[config.mk]
export PLATFORM = sky130hd
export DESIGN_NAME = uart_buffered_flat
export DESIGN_NICKNAME = d
export VERILOG_FILES = /design/src/rtl/uart_pkg.sv /design/src/rtl/uart_buffered_if.sv /design/src/rtl/sync_fifo.sv /design/src/rtl/uart_buffered.sv /design/src/flat_wrapper.sv
export SDC_FILE = /design/constraint.sdc
export NUM_CORES = 1
export LEC_CHECK = 0
export CORE_MARGIN = 4
export CORE_UTILIZATION = 60
export CTS_BUF_LIST = sky130_fd_sc_hd__clkbuf_16
export CTS_CLUSTER_SIZE = 24
export DETAILED_ROUTE_END_ITERATION = 7
export DONT_BUFFER_PORTS = 1
export GPL_TIMING_DRIVEN = 0
export PLACE_DENSITY = 0.81
export SKIP_LAST_GASP = 1
export SLEW_MARGIN = 15
export SYNTH_ARGS = -nofsm -noshare
export SYNTH_HDL_FRONTEND = slang
export SYNTH_SLANG_ARGS = --single-unit
[constraint.sdc]
create_clock -name clk -period 7.6 [get_ports clk]
set_clock_uncertainty 0.2 [all_clocks]
set_input_delay 0.76 -clock clk [delete_from_list [all_inputs] [get_ports clk]]
set_output_delay 0.76 -clock clk [all_outputs]
set_load 0.01 [all_outputs]
[src/rtl/uart_pkg.sv]
// uart_pkg: register map, STATUS bit positions and FSM state types shared by the UART slice
package uart_pkg;
   localparam logic [1:0] UART_REG_CLK_DIV = 2'd0;
   localparam logic [1:0] UART_REG_STATUS  = 2'd1;
   localparam logic [1:0] UART_REG_DATA    = 2'd2;
   localparam int ST_TX_NOT_FULL  = 0;
   localparam int ST_RX_NOT_EMPTY = 1;
   localparam int ST_RX_OVERRUN   = 2;
   localparam int ST_RX_FRAME_ERR = 3;
   localparam int ST_TX_IDLE      = 4;
   typedef enum logic [1:0] {TX_IDLE, TX_START, TX_DATA, TX_STOP} tx_state_t;
   typedef enum logic [1:0] {RX_IDLE, RX_START, RX_DATA, RX_STOP} rx_state_t;
endpackage

[src/rtl/uart_buffered_if.sv]
// uart_buffered_if: CPU peripheral bus between a master and the UART slave
interface uart_buffered_if;
   logic        sel_in;
   logic        read_in;
   logic [3:0]  write_mask_in;
   logic [31:0] address_in;
   logic [31:0] write_value_in;
   logic [31:0] read_value_out;
   modport master (output sel_in, read_in, write_mask_in, address_in, write_value_in, input read_value_out);
   modport slave (input sel_in, read_in, write_mask_in, address_in, write_value_in, output read_value_out);
endinterface

[src/rtl/sync_fifo.sv]
// sync_fifo: power-of-two circular FIFO; push while full only lands alongside a pop
module sync_fifo #(
   parameter int WIDTH = 8,
   parameter int DEPTH = 16
) (
   input  logic             clk,
   input  logic             reset,
   input  logic             push,
   input  logic             pop,
   input  logic [WIDTH-1:0] din,
   output logic [WIDTH-1:0] head,
   output logic             full,
   output logic             empty
);
   localparam int AW = $clog2(DEPTH);
   logic [WIDTH-1:0] mem [DEPTH];
   logic [AW-1:0]    wr_ptr, rd_ptr;
   logic [AW:0]      count;
   logic             do_push, do_pop;
   assign empty   = count == '0;
   assign full    = count == (AW+1)'(DEPTH);
   assign do_pop  = pop && !empty;
   assign do_push = push && (!full || do_pop);
   assign head    = mem[rd_ptr];
   // storage write, no reset needed since count gates visibility
   always_ff @(posedge clk) begin
      if (do_push) mem[wr_ptr] <= din;
   end
   // pointers wrap naturally at the power-of-two depth
   always_ff @(posedge clk) begin
      if (reset) begin
         wr_ptr <= '0;
         rd_ptr <= '0;
         count  <= '0;
      end else begin
         wr_ptr <= wr_ptr + AW'(do_push);
         rd_ptr <= rd_ptr + AW'(do_pop);
         count  <= count + (AW+1)'(do_push) - (AW+1)'(do_pop);
      end
   end
endmodule

[src/rtl/uart_buffered.sv]
// uart_buffered: memory-mapped 8N1 UART with TX/RX FIFOs, bit divider and sticky RX error flags
module uart_buffered
   import uart_pkg::*;
#(
   parameter int                   TX_DEPTH    = 16,
   parameter int                   RX_DEPTH    = 16,
   parameter int                   DIV_WIDTH   = 16,
   parameter logic [DIV_WIDTH-1:0] RESET_DIV   = '0,
   parameter int                   SYNC_STAGES = 2
) (
   input  logic             clk,
   input  logic             reset,
   input  logic             rx_in,
   output logic             tx_out,
   uart_buffered_if.slave   bus
);
   logic [1:0]           reg_sel;
   logic                 wr_div, w1c, tx_push, rx_pop;
   logic [DIV_WIDTH-1:0] clk_div;
   logic [7:0]           tx_head, rx_head;
   logic                 tx_full, tx_empty, rx_full, rx_empty;
   tx_state_t            tx_state, tx_next;
   logic [DIV_WIDTH-1:0] tx_cnt;
   logic [2:0]           tx_bit;
   logic [7:0]           tx_shift;
   logic                 tx_tick, tx_pop, tx_idle;
   logic [SYNC_STAGES-1:0] rx_sync;
   logic                 rx_s, rx_prev;
   rx_state_t            rx_state, rx_next;
   logic [DIV_WIDTH-1:0] rx_cnt;
   logic [2:0]           rx_bit;
   logic [7:0]           rx_shift;
   logic                 rx_tick, rx_push, frame_set, overrun_set;
   logic                 overrun, frame_err;
   logic [31:0]          status;
   logic                 unused;
   assign unused  = ^{bus.address_in, bus.write_value_in};
   assign reg_sel = bus.address_in[3:2];
   assign wr_div  = bus.sel_in && reg_sel == UART_REG_CLK_DIV;
   assign w1c     = bus.sel_in && reg_sel == UART_REG_STATUS && bus.write_mask_in[0];
   assign tx_push = bus.sel_in && reg_sel == UART_REG_DATA && bus.write_mask_in[0];
   assign rx_pop  = bus.sel_in && bus.read_in && reg_sel == UART_REG_DATA;
   assign tx_tick = tx_cnt == '0;
   assign rx_tick = rx_cnt == '0;
   assign rx_s    = rx_sync[SYNC_STAGES-1];
   sync_fifo #(.WIDTH(8), .DEPTH(TX_DEPTH)) tx_fifo (
      .clk, .reset, .push(tx_push), .pop(tx_pop), .din(bus.write_value_in[7:0]),
      .head(tx_head), .full(tx_full), .empty(tx_empty)
   );
   sync_fifo #(.WIDTH(8), .DEPTH(RX_DEPTH)) rx_fifo (
      .clk, .reset, .push(rx_push), .pop(rx_pop), .din(rx_shift),
      .head(rx_head), .full(rx_full), .empty(rx_empty)
   );
   // divider register, written byte lane by byte lane
   always_ff @(posedge clk) begin
      if (reset) clk_div <= RESET_DIV;
      else if (wr_div) begin
         for (int i = 0; i < DIV_WIDTH; i++)
            if (bus.write_mask_in[i/8]) clk_div[i] <= bus.write_value_in[i];
      end
   end
   // TX state, bit counter and shifter; counter reloads at every bit boundary
   always_ff @(posedge clk) begin
      if (reset) begin
         tx_state <= TX_IDLE;
         tx_cnt   <= '0;
         tx_bit   <= '0;
         tx_shift <= '0;
      end else begin
         tx_state <= tx_next;
         if (tx_pop) begin
            tx_shift <= tx_head;
            tx_cnt   <= clk_div;
         end else if (tx_state != TX_IDLE) begin
            tx_cnt <= tx_tick ? clk_div : tx_cnt - DIV_WIDTH'(1);
            if (tx_tick && tx_state == TX_DATA) begin
               tx_shift <= tx_shift >> 1;
               tx_bit   <= tx_bit + 3'd1;
            end
            if (tx_state == TX_START) tx_bit <= '0;
         end
      end
   end
   // TX next state; STOP chains straight into START when more bytes wait
   always_comb begin
      tx_next = tx_state;
      case (tx_state)
         TX_IDLE:  tx_next = tx_empty ? TX_IDLE : TX_START;
         TX_START: tx_next = tx_tick ? TX_DATA : TX_START;
         TX_DATA:  tx_next = tx_tick && tx_bit == 3'd7 ? TX_STOP : TX_DATA;
         TX_STOP:  tx_next = !tx_tick ? TX_STOP : tx_empty ? TX_IDLE : TX_START;
         default:  tx_next = TX_IDLE;
      endcase
   end
   // TX outputs; the FIFO pop coincides with entering START
   always_comb begin
      tx_pop  = tx_next == TX_START && tx_state != TX_START;
      tx_out  = tx_state == TX_START ? 1'b0 : tx_state == TX_DATA ? tx_shift[0] : 1'b1;
      tx_idle = tx_state == TX_IDLE && tx_empty;
   end
   // rx_in synchroniser plus previous sample for falling-edge detection
   always_ff @(posedge clk) begin
      if (reset) begin
         rx_sync <= '1;
         rx_prev <= 1'b1;
      end else begin
         rx_sync <= {rx_sync[SYNC_STAGES-2:0], rx_in};
         rx_prev <= rx_s;
      end
   end
   // RX state, half-bit/full-bit counter and shifter
   always_ff @(posedge clk) begin
      if (reset) begin
         rx_state <= RX_IDLE;
         rx_cnt   <= '0;
         rx_bit   <= '0;
         rx_shift <= '0;
      end else begin
         rx_state <= rx_next;
         rx_cnt   <= rx_state == RX_IDLE ? clk_div >> 1 : rx_tick ? clk_div : rx_cnt - DIV_WIDTH'(1);
         if (rx_tick && rx_state == RX_DATA) begin
            rx_shift <= {rx_s, rx_shift[7:1]};
            rx_bit   <= rx_bit + 3'd1;
         end
         if (rx_state == RX_START) rx_bit <= '0;
      end
   end
   // RX next state; a high line at the mid-start resample is treated as a glitch
   always_comb begin
      rx_next = rx_state;
      case (rx_state)
         RX_IDLE:  rx_next = !rx_s && rx_prev ? RX_START : RX_IDLE;
         RX_START: rx_next = !rx_tick ? RX_START : rx_s ? RX_IDLE : RX_DATA;
         RX_DATA:  rx_next = rx_tick && rx_bit == 3'd7 ? RX_STOP : RX_DATA;
         RX_STOP:  rx_next = rx_tick ? RX_IDLE : RX_STOP;
         default:  rx_next = RX_IDLE;
      endcase
   end
   // RX outputs from the stop-bit sample
   always_comb begin
      rx_push     = rx_state == RX_STOP && rx_tick && rx_s;
      frame_set   = rx_state == RX_STOP && rx_tick && !rx_s;
      overrun_set = rx_push && rx_full && !rx_pop;
   end
   // sticky flags; a set in the same cycle as a W1C clear wins
   always_ff @(posedge clk) begin
      if (reset) begin
         overrun   <= 1'b0;
         frame_err <= 1'b0;
      end else begin
         overrun   <= overrun_set ? 1'b1 : w1c && bus.write_value_in[ST_RX_OVERRUN] ? 1'b0 : overrun;
         frame_err <= frame_set ? 1'b1 : w1c && bus.write_value_in[ST_RX_FRAME_ERR] ? 1'b0 : frame_err;
      end
   end
   // STATUS word assembly
   always_comb begin
      status                  = '0;
      status[ST_TX_NOT_FULL]  = !tx_full;
      status[ST_RX_NOT_EMPTY] = !rx_empty;
      status[ST_RX_OVERRUN]   = overrun;
      status[ST_RX_FRAME_ERR] = frame_err;
      status[ST_TX_IDLE]      = tx_idle;
   end
   assign bus.read_value_out = !bus.sel_in ? '0 :
                               reg_sel == UART_REG_CLK_DIV ? 32'(clk_div) :
                               reg_sel == UART_REG_STATUS ? status :
                               reg_sel == UART_REG_DATA ? {23'b0, !rx_empty, rx_empty ? 8'h00 : rx_head} : '0;
endmodule

[src/flat_wrapper.sv]
// flat-port wrapper written by rule: the top's interface ports become plain ports
module uart_buffered_flat import uart_pkg::*;
#(
   parameter int                   TX_DEPTH    = 16,
   parameter int                   RX_DEPTH    = 16,
   parameter int                   DIV_WIDTH   = 16,
   parameter logic [DIV_WIDTH-1:0] RESET_DIV   = '0,
   parameter int                   SYNC_STAGES = 2
)
  (clk, reset, rx_in, tx_out, bus_sel_in, bus_read_in, bus_write_mask_in, bus_address_in, bus_write_value_in, bus_read_value_out);
  uart_buffered_if bus_i ();
  input  logic clk;
  input  logic reset;
  input  logic rx_in;
  output logic tx_out;
  input wire logic [$bits(bus_i.sel_in)-1:0] bus_sel_in;
  input wire logic [$bits(bus_i.read_in)-1:0] bus_read_in;
  input wire logic [$bits(bus_i.write_mask_in)-1:0] bus_write_mask_in;
  input wire logic [$bits(bus_i.address_in)-1:0] bus_address_in;
  input wire logic [$bits(bus_i.write_value_in)-1:0] bus_write_value_in;
  output wire logic [$bits(bus_i.read_value_out)-1:0] bus_read_value_out;
  assign bus_i.sel_in = bus_sel_in;
  assign bus_i.read_in = bus_read_in;
  assign bus_i.write_mask_in = bus_write_mask_in;
  assign bus_i.address_in = bus_address_in;
  assign bus_i.write_value_in = bus_write_value_in;
  assign bus_read_value_out = bus_i.read_value_out;
  uart_buffered #(.TX_DEPTH(TX_DEPTH), .RX_DEPTH(RX_DEPTH), .DIV_WIDTH(DIV_WIDTH), .RESET_DIV(RESET_DIV), .SYNC_STAGES(SYNC_STAGES)) u_core (.clk(clk), .reset(reset), .rx_in(rx_in), .tx_out(tx_out), .bus(bus_i));
endmodule
==> reports/qor.yml, run 1 <==
placed_design:
  hpwl_um: 24400
  place_congestion: 0.938
  dp_slack_ns: 3.90
  placedCellCount: 1463
  port_buffers: 0
synthesis:
  yosys.cell_types.count: 82
  synthCells: 1118
  synth_enable_flop_cells: 256
  yosysSeqAreaShare_pct: 62.6
  synthArstFlopShare_pct: 0
  ys_ff_latch: 361
  yosysWarnings: 0
  syn-cell-area_um2: 15600
  synthFlopType: "edfxtp_1"
  synth_area_per_cell_um2: 14.0
sta:
  final.setup.worst_slack_ns: 3.47
  hold_viol: 0
  period_share_pct: 54.3
  maxSlewViolCount: 0
  setup_viol: 0
  max_freq_mhz: 242
  relSlewSlack_pct: 25.6
  whs_ns: 0.131
  rsz0062_at_grt: "no"
  final.min_clock_period_ns: 4.13
  setup_tns_ns: 0
  worst_pin_slew_ns: 1.11
detailed_routing:
  routed_via_density: 6.56
  dr_total_vias: 10042
  drt-initial-drc-count: 1398
  wirelength_um: 37500
  drt_pre_antenna_iters: 7
  drc: 0
  wl_per_cell_um: 24.5
  ant_nets: 0
global_route:
  grt_use_total_pct: 26.6
  antenna_found_initial: 1
  grt-ovfl-total: 0
  grt_max_degree: 19
  grt_pass1_wl_um: 59200
  grt_pass1_vias: 10091
clock_tree:
  htreeDepth: 2
  cts-root-buf: "clkbuf_16"
  holdBufCountCts: 0
  post_cts_buffers: 0
  clk_latency_ns: 0.53
  clock_path_buffers: 3
  cts_buffers: 37
  cts_resized: 0
  cts_tree: "done"
  cts.sinks: 361
  clk_pin_slew_worst_paths_ns: 0.07
floorplan:
  rows: 58
  die_w_um: 169
  dieArea_um2: 28700
  coreArea_um2: 25400
  io_pins: 106
  die_y_um: 169
  initial_core_util_pct: 61.6
worst_setup_path:
  critPathKind: "reg2out"
  crit_arrival_ns: 3.17
  worstSetupEndpointType: "primary output"
  crit_required_ns: 6.64
  critPathLaunchType: "register"
  cp_max_fo: 10
pwr:
  power_density_nw_per_um2: 311
  vdd_drop_max_v: 0.000304
  leakage_nw: 5.91
outcome:
  status: "finished clean"
cells_and_area:
  antenna_cells: 0
  final_cell_mix: "edfxtp_1 (256), dfxtp_1 (105), nor2_1 (91)"
  final_common_cell: "edfxtp_1"
  drive_gt1_share_pct: 16.2
  regArea_um2: 9790
  fillers: 1669
  syn_to_final_growth_pct: 10.6
  finalNonFillerCells: 1531
  nets: 1272
  multiInputGateArea_um2: 5430
flow_run:
  drv_cap: 0
worst_hold_path:
  hp-class: "in2reg"
layer usage:
layer / wire [um] / GRT usage, % / up-vias
met4: 1090 / 8.12 / 2
met2: 18500 / 43.3 / 561
met5: 16 / 0 / -
met3: 3580 / 4.94 / 100
met1: 14400 / 37.2 / 5003
li1: - / - / 4376
per-stage QoR:
stage | power, W | area (um^2) | utilization, %
3_5_place_dp | 0.00363 | 16100 | 63.5
3_3_place_gp | 0.00361 | 16100 | 63.4
6_report | 0.00539 | 17300 | 68.2
5_1_grt | 0.00563 | 17300 | 68.2
4_1_cts | 0.00537 | 17300 | 68.1
2_1_floorplan | 0.00331 | 15700 | -
cells by family (layout without fill, tap and decap cells):
group | Yosys count | in the layout | synth area share, %
mux | 107 | 107 | 12.1
flops | 361 | 361 | 62.6
other cells | 1 | 16 | 0.0240
fa+ha+maj | 27 | 27 | 2.26
buf+inv | 108 | 176 | 3.21
compound gates | 175 | 175 | 7.31
simple gates | 313 | 313 | 11.0
xor+xnor | 26 | 26 | 1.46
registers in the layout (all words and copies together) (netlist names):
register / flops
u_core.rx_sync: 2
u_core.tx_fifo.rd_ptr: 4
u_core.tx_cnt: 16
u_core.rx_shift: 8
u_core.clk_div: 16
u_core.tx_fifo.wr_ptr: 4
u_core.rx_cnt: 16
u_core.rx_fifo.count: 5
u_core.rx_fifo.wr_ptr: 4
u_core.rx_prev: 1
u_core.tx_fifo.mem: 128
u_core.rx_state: 2
u_core.rx_bit: 3
u_core.tx_state: 2
u_core.rx_fifo.mem: 128
u_core.overrun: 1
u_core.frame_err: 1
u_core.tx_bit: 3
u_core.tx_shift: 8
u_core.tx_fifo.count: 5
u_core.rx_fifo.rd_ptr: 4
cells in the mapped netlist (4+ instances only):
library cell / n / share of area, %
nand2_1: 57 / 1.4
o211ai_1: 9 / 0.43
nand3_1: 24 / 0.77
a311oi_1: 4 / 0.22
a31oi_1: 6 / 0.24
or3_1: 5 / 0.20
xor2_1: 12 / 0.67
a21oi_1: 50 / 1.6
or4_1: 5 / 0.24
buf_1: 9 / 0.22
edfxtp_1: 256 / 49
mux4_2: 66 / 9.5
a2bb2oi_1: 4 / 0.22
xnor2_1: 14 / 0.78
nand4_1: 6 / 0.24
a22oi_1: 20 / 0.96
ha_1: 25 / 2.0
mux2i_1: 40 / 2.6
o21ai_0: 38 / 1.2
clkbuf_1: 34 / 0.82
inv_1: 31 / 0.74
buf_4: 17 / 0.82
buf_2: 13 / 0.42
and2_1: 10 / 0.40
or2_2: 6 / 0.24
nor3_2: 6 / 0.38
nor4_1: 7 / 0.28
dfxtp_1: 105 / 13
o211a_1: 4 / 0.26
a211oi_1: 9 / 0.43
nor2_1: 91 / 2.2
and4_1: 5 / 0.28
nor3_1: 21 / 0.67
nor2b_1: 18 / 0.72
nand2b_1: 9 / 0.36
and3_1: 13 / 0.52
final timing paths:
| path | depth (start not counted) | slack, ns | from | to |
|---|---|---|---|---|
| worst max register to register | 17 | 3.95 | u_core.tx_fifo.count[2] | u_core.tx_fifo.count[4] |
| worst min-delay path | 0 | 0.13 | bus_write_value_in[7] | u_core.tx_fifo.mem[13][7] |
| worst max-delay path | 7 | 3.47 | u_core.rx_fifo.rd_ptr[0] | bus_read_value_out[4] |
| worst min register to register | 1 | 0.22 | u_core.rx_sync[0] | u_core.rx_sync[1] |
worst max-delay path: stages, from the launching register on:
cell and delay (ns):
dfxtp_1 0.34, buf_2 0.22, buf_2 0.35, buf_2 0.42, mux4_2 0.56, mux2i_1 0.28, o22a_1 0.24, o21ai_0 0.25
power by group:
group / switching [W] / internal [W]
clock network: 0.000750 / 0.000998
logic: 0.000820 / 0.000552
registers: 0.0000882 / 0.00218
total: 0.00166 / 0.00373
layout make-up:
class,count,share of cell area [%]
Buffer,76,2.20
Clock buffer,37,5.35
Clock inverter,31,1.45
Inverter,32,0.694
Multi-Input combinational cell,664,31.4
Sequential cell,361,56.6
Tap cell,330,2.39
Power figures use the tool's default switching activity.
==> run 2: changes to the inputs <==
--- a/config.mk
+++ b/config.mk
@@ -6,13 +6,13 @@
 export NUM_CORES = 1
 export LEC_CHECK = 0
 export CORE_MARGIN = 4
-export CORE_UTILIZATION = 60
+export CORE_UTILIZATION = 57
 export CTS_BUF_LIST = sky130_fd_sc_hd__clkbuf_16
 export CTS_CLUSTER_SIZE = 24
 export DETAILED_ROUTE_END_ITERATION = 7
 export DONT_BUFFER_PORTS = 1
 export GPL_TIMING_DRIVEN = 0
-export PLACE_DENSITY = 0.81
+export PLACE_DENSITY = 0.8
 export SKIP_LAST_GASP = 1
 export SLEW_MARGIN = 15
 export SYNTH_ARGS = -nofsm -noshare
==> constraint.sdc (replaced) <==
create_clock -name clk -period 3.3 [get_ports clk]
set_clock_uncertainty 0.2 [all_clocks]
set_input_delay 0.33 -clock clk [delete_from_list [all_inputs] [get_ports clk]]
set_output_delay 0.33 -clock clk [all_outputs]
set_load 0.01 [all_outputs]
==> reports/qor.yml, run 2 (synthesized netlist as in run 1, its figures left out) <==
outcome:
  status: "finished clean"
pwr:
  power_density_nw_per_um2: 704
  vdd_drop_max_v: 0.000389
  leakage_nw: 6.11
worst_setup_path:
  path_delay_family: "multiplexers"
  crit_required_ns: 2.77
  crit_arrival_ns: 2.75
  slowest_delay_ns: 0.52
  path_depth: 7
  r2r-start: "u_core.tx_cnt[7]"
  endpoint: "bus_read_value_out[4]"
  reg2reg_to: "u_core.tx_fifo.mem[12][3]"
  r2r_slack_ns: 0.06
  cp-startpoint: "u_core.rx_fifo.rd_ptr[0]"
  path_buf_inv: 3
  critPathLaunchType: "register"
  path_cells: "clkbuf_4, buf_6, buf_6, mux4_2, mux2i_1, o22a_1, o21ai_1"
  reg2reg_depth: 5
  slowest_stage: "mux4_2"
  critPathKind: "reg2out"
  worstSetupEndpointType: "primary output"
  cp_max_fo: 10
  crit_top_cell: "buf_6"
sta:
  period_share_pct: 99.4
  hold_viol: 0
  relSlewSlack_pct: 39.9
  final.min_clock_period_ns: 3.28
  setup_viol: 0
  worst_pin_slew_ns: 0.898
  whs_ns: 0.0220
  rsz0062_at_grt: "yes"
  maxSlewViolCount: 0
  setup_tns_ns: 0
  max_freq_mhz: 305
global_route:
  grt-ovfl-total: 0
  grt_use_total_pct: 24.4
  grt_max_degree: 19
  grt_pass1_vias: 10015
  antenna_found_initial: 1
  grt_pass1_wl_um: 57300
clock_tree:
  cts_tree: "done"
  cts-root-buf: "clkbuf_16"
  htreeDepth: 2
  clock_path_buffers: 3
  cts_buffers: 36
  clk_pin_slew_worst_paths_ns: 0.06
  clk_latency_ns: 0.52
  cts.sinks: 361
cells_and_area:
  drive_gt1_share_pct: 17.7
  final_common_cell: "edfxtp_1"
  final_cell_mix: "edfxtp_1 (256), dfxtp_1 (100), nor2_1 (87)"
  syn_to_final_growth_pct: 13.2
  finalNonFillerCells: 1571
  nets: 1301
  top_regs: "u_core.rx_fifo.mem (128), u_core.tx_fifo.mem (128)"
  fillers: 1801
detailed_routing:
  wl_per_cell_um: 23.5
  dr_total_vias: 10062
  drc: 0
  wirelength_um: 37000
  drt-initial-drc-count: 1107
  drt_pre_antenna_iters: 5
  routed_via_density: 6.40
  ant_nets: 0
worst_hold_path:
  hp-class: "in2reg"
flow_run:
  drv_cap: 0
placed_design:
  hpwl_um: 23700
  placedCellCount: 1474
  port_buffers: 0
  place_congestion: 0.960
floorplan:
  io_pins: 106
  dieArea_um2: 30200
  coreArea_um2: 27000
  die_w_um: 174
  die_y_um: 174
  rows: 60
  initial_core_util_pct: 58.1
-- run 2: what timing repair did --
item | in CTS | in global routing
hold endpoints to repair | 147 | 0
resized for setup | 21 | 29
endpoints found under the setup margin | 172 | 140
hold buffers | 24 | 0
pin swaps | 4 | 7
setup buffers | 3 | 3
-- run 2: routing by layer --
| metal | share of wire, % | GRT usage [%] |
|---|---|---|
| met1 | 38 | 32.2 |
| met2 | 48 | 39.3 |
| met3 | 11 | 7.00 |
| met4 | 3.6 | 8.38 |
| met5 | 0 | 0 |
-- run 2: final cells by class --
type | count | area [um^2] | share of cell area [%]
sequential | 361 | 9800 | 55.3
multi-input combinational | 664 | 5550 | 31.4
clock buffer | 37 | 926 | 5.23
tap | 341 | 427 | 2.41
buffer | 76 | 412 | 2.32
timing repair buffer | 30 | 293 | 1.65
clock inverter | 29 | 180 | 1.02
inverter | 32 | 120 | 0.678
antenna | 1 | 2.50 | 0.0141
-- run 2: tightest hold or removal path, cell delays in order --
cell and delay (ns):
nand2_1 0.15, nand2_1 0.13, a21oi_1 0.07
-- run 2: worst min path at each step --
stage / from / endpoint / cells past startpoint
after floorplan: u_core.rx_sync[0] / u_core.rx_sync[1] / 1
after global placement: u_core.rx_sync[0] / u_core.rx_sync[1] / 1
after detailed placement: u_core.rx_sync[0] / u_core.rx_sync[1] / 1
after CTS: bus_write_mask_in[1] / u_core.clk_div[13] / 3
after global routing: bus_write_mask_in[1] / u_core.clk_div[13] / 3
final: bus_write_mask_in[1] / u_core.clk_div[13] / 3
-- run 2: report_power, final --
part,internal [W],switching [W],leakage [nW]
Sequential,0.00502,0.000227,3.19
Combinational,0.00141,0.00198,2.34
Clock,0.00219,0.00165,0.577
Total,0.00862,0.00385,6.11
-- run 2: metrics by stage --
stage / total power (W) / cell area [um^2] / utilization [%] / setup slack [ns]
2_1_floorplan: 0.00761 / 15700 / - / 0.145
3_3_place_gp: 0.00830 / 16100 / 59.8 / -0.451
3_5_place_dp: 0.00836 / 16100 / 59.9 / -0.229
4_1_cts: 0.0123 / 17600 / 65.2 / -0.0891
5_1_grt: 0.0130 / 17700 / 65.7 / -0.151
6_report: 0.0125 / 17700 / 65.7 / 0.0207
==> run 3: changes to the inputs <==
--- a/config.mk
+++ b/config.mk
@@ -13,6 +13,7 @@
 export DONT_BUFFER_PORTS = 1
 export GPL_TIMING_DRIVEN = 0
 export PLACE_DENSITY = 0.8
+export SETUP_SLACK_MARGIN = 0.15
 export SKIP_LAST_GASP = 1
 export SLEW_MARGIN = 15
 export SYNTH_ARGS = -nofsm -noshare
==> reports/qor.yml, run 3 (synthesized netlist as in run 1, its figures left out) <==
sta:
  max_freq_mhz: 318
  setup_viol: 0
  worst_pin_slew_ns: 0.845
  rsz0062_at_grt: "yes"
  final.min_clock_period_ns: 3.15
  period_share_pct: 95.4
  maxSlewViolCount: 0
  setup_tns_ns: 0
  hold_viol: 0
  relSlewSlack_pct: 43.3
floorplan:
  io_pins: 106
  initial_core_util_pct: 58.1
  dieArea_um2: 30200
  die_y_um: 174
  rows: 60
  die_w_um: 174
  coreArea_um2: 27000
cells_and_area:
  design_area_um2: 18100
  nets: 1319
  drive_gt1_share_pct: 20.9
  syn_to_final_growth_pct: 15.7
  final_common_cell: "edfxtp_1"
  top_regs: "u_core.rx_fifo.mem (128), u_core.tx_fifo.mem (128)"
  final_cell_mix: "edfxtp_1 (256), dfxtp_1 (99), nor2_1 (80)"
worst_setup_path:
  crit_required_ns: 2.77
  reg2reg_to: "u_core.rx_fifo.count[4]"
  crit_arrival_ns: 2.62
  r2r_slack_ns: 0.17
  r2r-start: "u_core.rx_cnt[12]"
  reg2reg_depth: 14
  critPathKind: "reg2out"
  critPathLaunchType: "register"
  worstSetupEndpointType: "primary output"
  cp_max_fo: 5
detailed_routing:
  ant_nets: 0
  dr_total_vias: 10250
  routed_via_density: 6.45
  drt-initial-drc-count: 1192
  drc: 0
  wl_per_cell_um: 24.6
  wirelength_um: 39200
  drt_pre_antenna_iters: 6
placed_design:
  dpl_cell_area_um2: 16100
  hpwl_um: 24400
  place_congestion: 0.968
  port_buffers: 0
clock_tree:
  clock_path_buffers: 3
  htreeDepth: 2
  cts_tree: "done"
  cts.sinks: 361
  clk_latency_ns: 0.53
  cts-root-buf: "clkbuf_16"
  cts_buffers: 36
  clk_pin_slew_worst_paths_ns: 0.06
worst_hold_path:
  worstHoldEndpoint: "u_core.clk_div[2]"
  hold-path-cell-count: 4
  worstHoldStart: "bus_write_mask_in[0]"
  hp-class: "in2reg"
global_route:
  grt_pass1_wl_um: 58700
  grt_max_degree: 19
  grt_use_total_pct: 24.9
  antenna_found_initial: 1
  grt-ovfl-total: 0
  grt_pass1_vias: 10193
pwr:
  vdd_drop_max_v: 0.000400
  power_density_nw_per_um2: 713
  leakage_nw: 6.23
outcome:
  status: "finished clean"
flow_run:
  drv_cap: 0
[run 3: cell count changes in the layout (fill, tap and decap cells not counted), sizes merged, moves of 2 or more]
cell,delta
clkinv,-4
clkinvlp,+2
bufinv,+2
buf,+17
clkbuf,-2
dlygate4sd3,+2
[run 3: area by class of cell]
cell class / count / area [um^2]
Antenna cell: 2 / 5.00
Buffer: 76 / 439
Clock buffer: 36 / 901
Clock inverter: 30 / 265
Fill cell: 1757 / 8850
Inverter: 32 / 120
Multi-Input combinational cell: 664 / 5710
Sequential cell: 361 / 9800
Tap cell: 341 / 427
Timing Repair Buffer: 48 / 445
[run 3: per-stage QoR]
step / power [W] / hold slack (ns) / util, % / setup slack (ns) / instances
3_5_place_dp: 0.00840 / 0.221 / 59.9 / -0.283 / 1474
4_1_cts: 0.0126 / 0.0270 / 66.3 / -0.0444 / 1579
6_report: 0.0129 / 0.0365 / 67.2 / 0.151 / 1590
5_1_grt: 0.0135 / 0.0540 / 67.2 / 0.0611 / 1590
3_3_place_gp: 0.00832 / 0.193 / 59.8 / -0.460 / 1474
2_1_floorplan: 0.00761 / 0.189 / - / 0.160 / 1133
[run 3: per-layer routing]
layer / vias to the layer above / wire length (um) / global-route usage [%]
met5: - / 0 / 0
met4: 0 / 1320 / 9.70
met3: 108 / 3550 / 4.78
met2: 587 / 19300 / 40.3
met1: 5086 / 15000 / 33.6
li1: 4469 / - / -
[run 3: how the worst max path moves through the flow]
stage	start	to	slack [ns]
final	u_core.rx_fifo.count[2]	bus_read_value_out[4]	0.15
after global routing	u_core.tx_fifo.count[2]	u_core.tx_fifo.count[4]	0.06
after CTS	u_core.tx_cnt[0]	u_core.tx_fifo.mem[8][7]	-0.04
after detailed placement	u_core.tx_cnt[0]	u_core.tx_fifo.count[4]	-0.28
after global placement	u_core.rx_cnt[9]	u_core.rx_fifo.mem[0][5]	-0.46
after floorplan	u_core.tx_cnt[0]	u_core.tx_fifo.count[4]	0.16
[run 3: power by group]
part           total [W]  switching, W  internal, W
Combinational    0.00361       0.00206      0.00155
Clock            0.00405       0.00173      0.00232
Sequential       0.00526      0.000237      0.00502
Total             0.0129       0.00402      0.00890
[run 3: critical path: stages (launching register included)]
cell and delay, ns:
dfxtp_1 0.32, inv_1 0.08, ha_1 0.15, or4b_2 0.65, and4_2 0.35, nand2_2 0.14
o22a_1 0.20, o21ai_1 0.19
[run 3: repair_timing]
| item | in CTS | in global routing |
|---|---|---|
| buffers inserted | 13 | 9 |
| hold buffers | 26 | 0 |
| setup endpoints to repair | 255 | 179 |
| gates resized for setup | 56 | 38 |
| endpoints found under the hold margin | 146 | 0 |
| cloned | 0 | 0 |
| pin swaps | 11 | 13 |
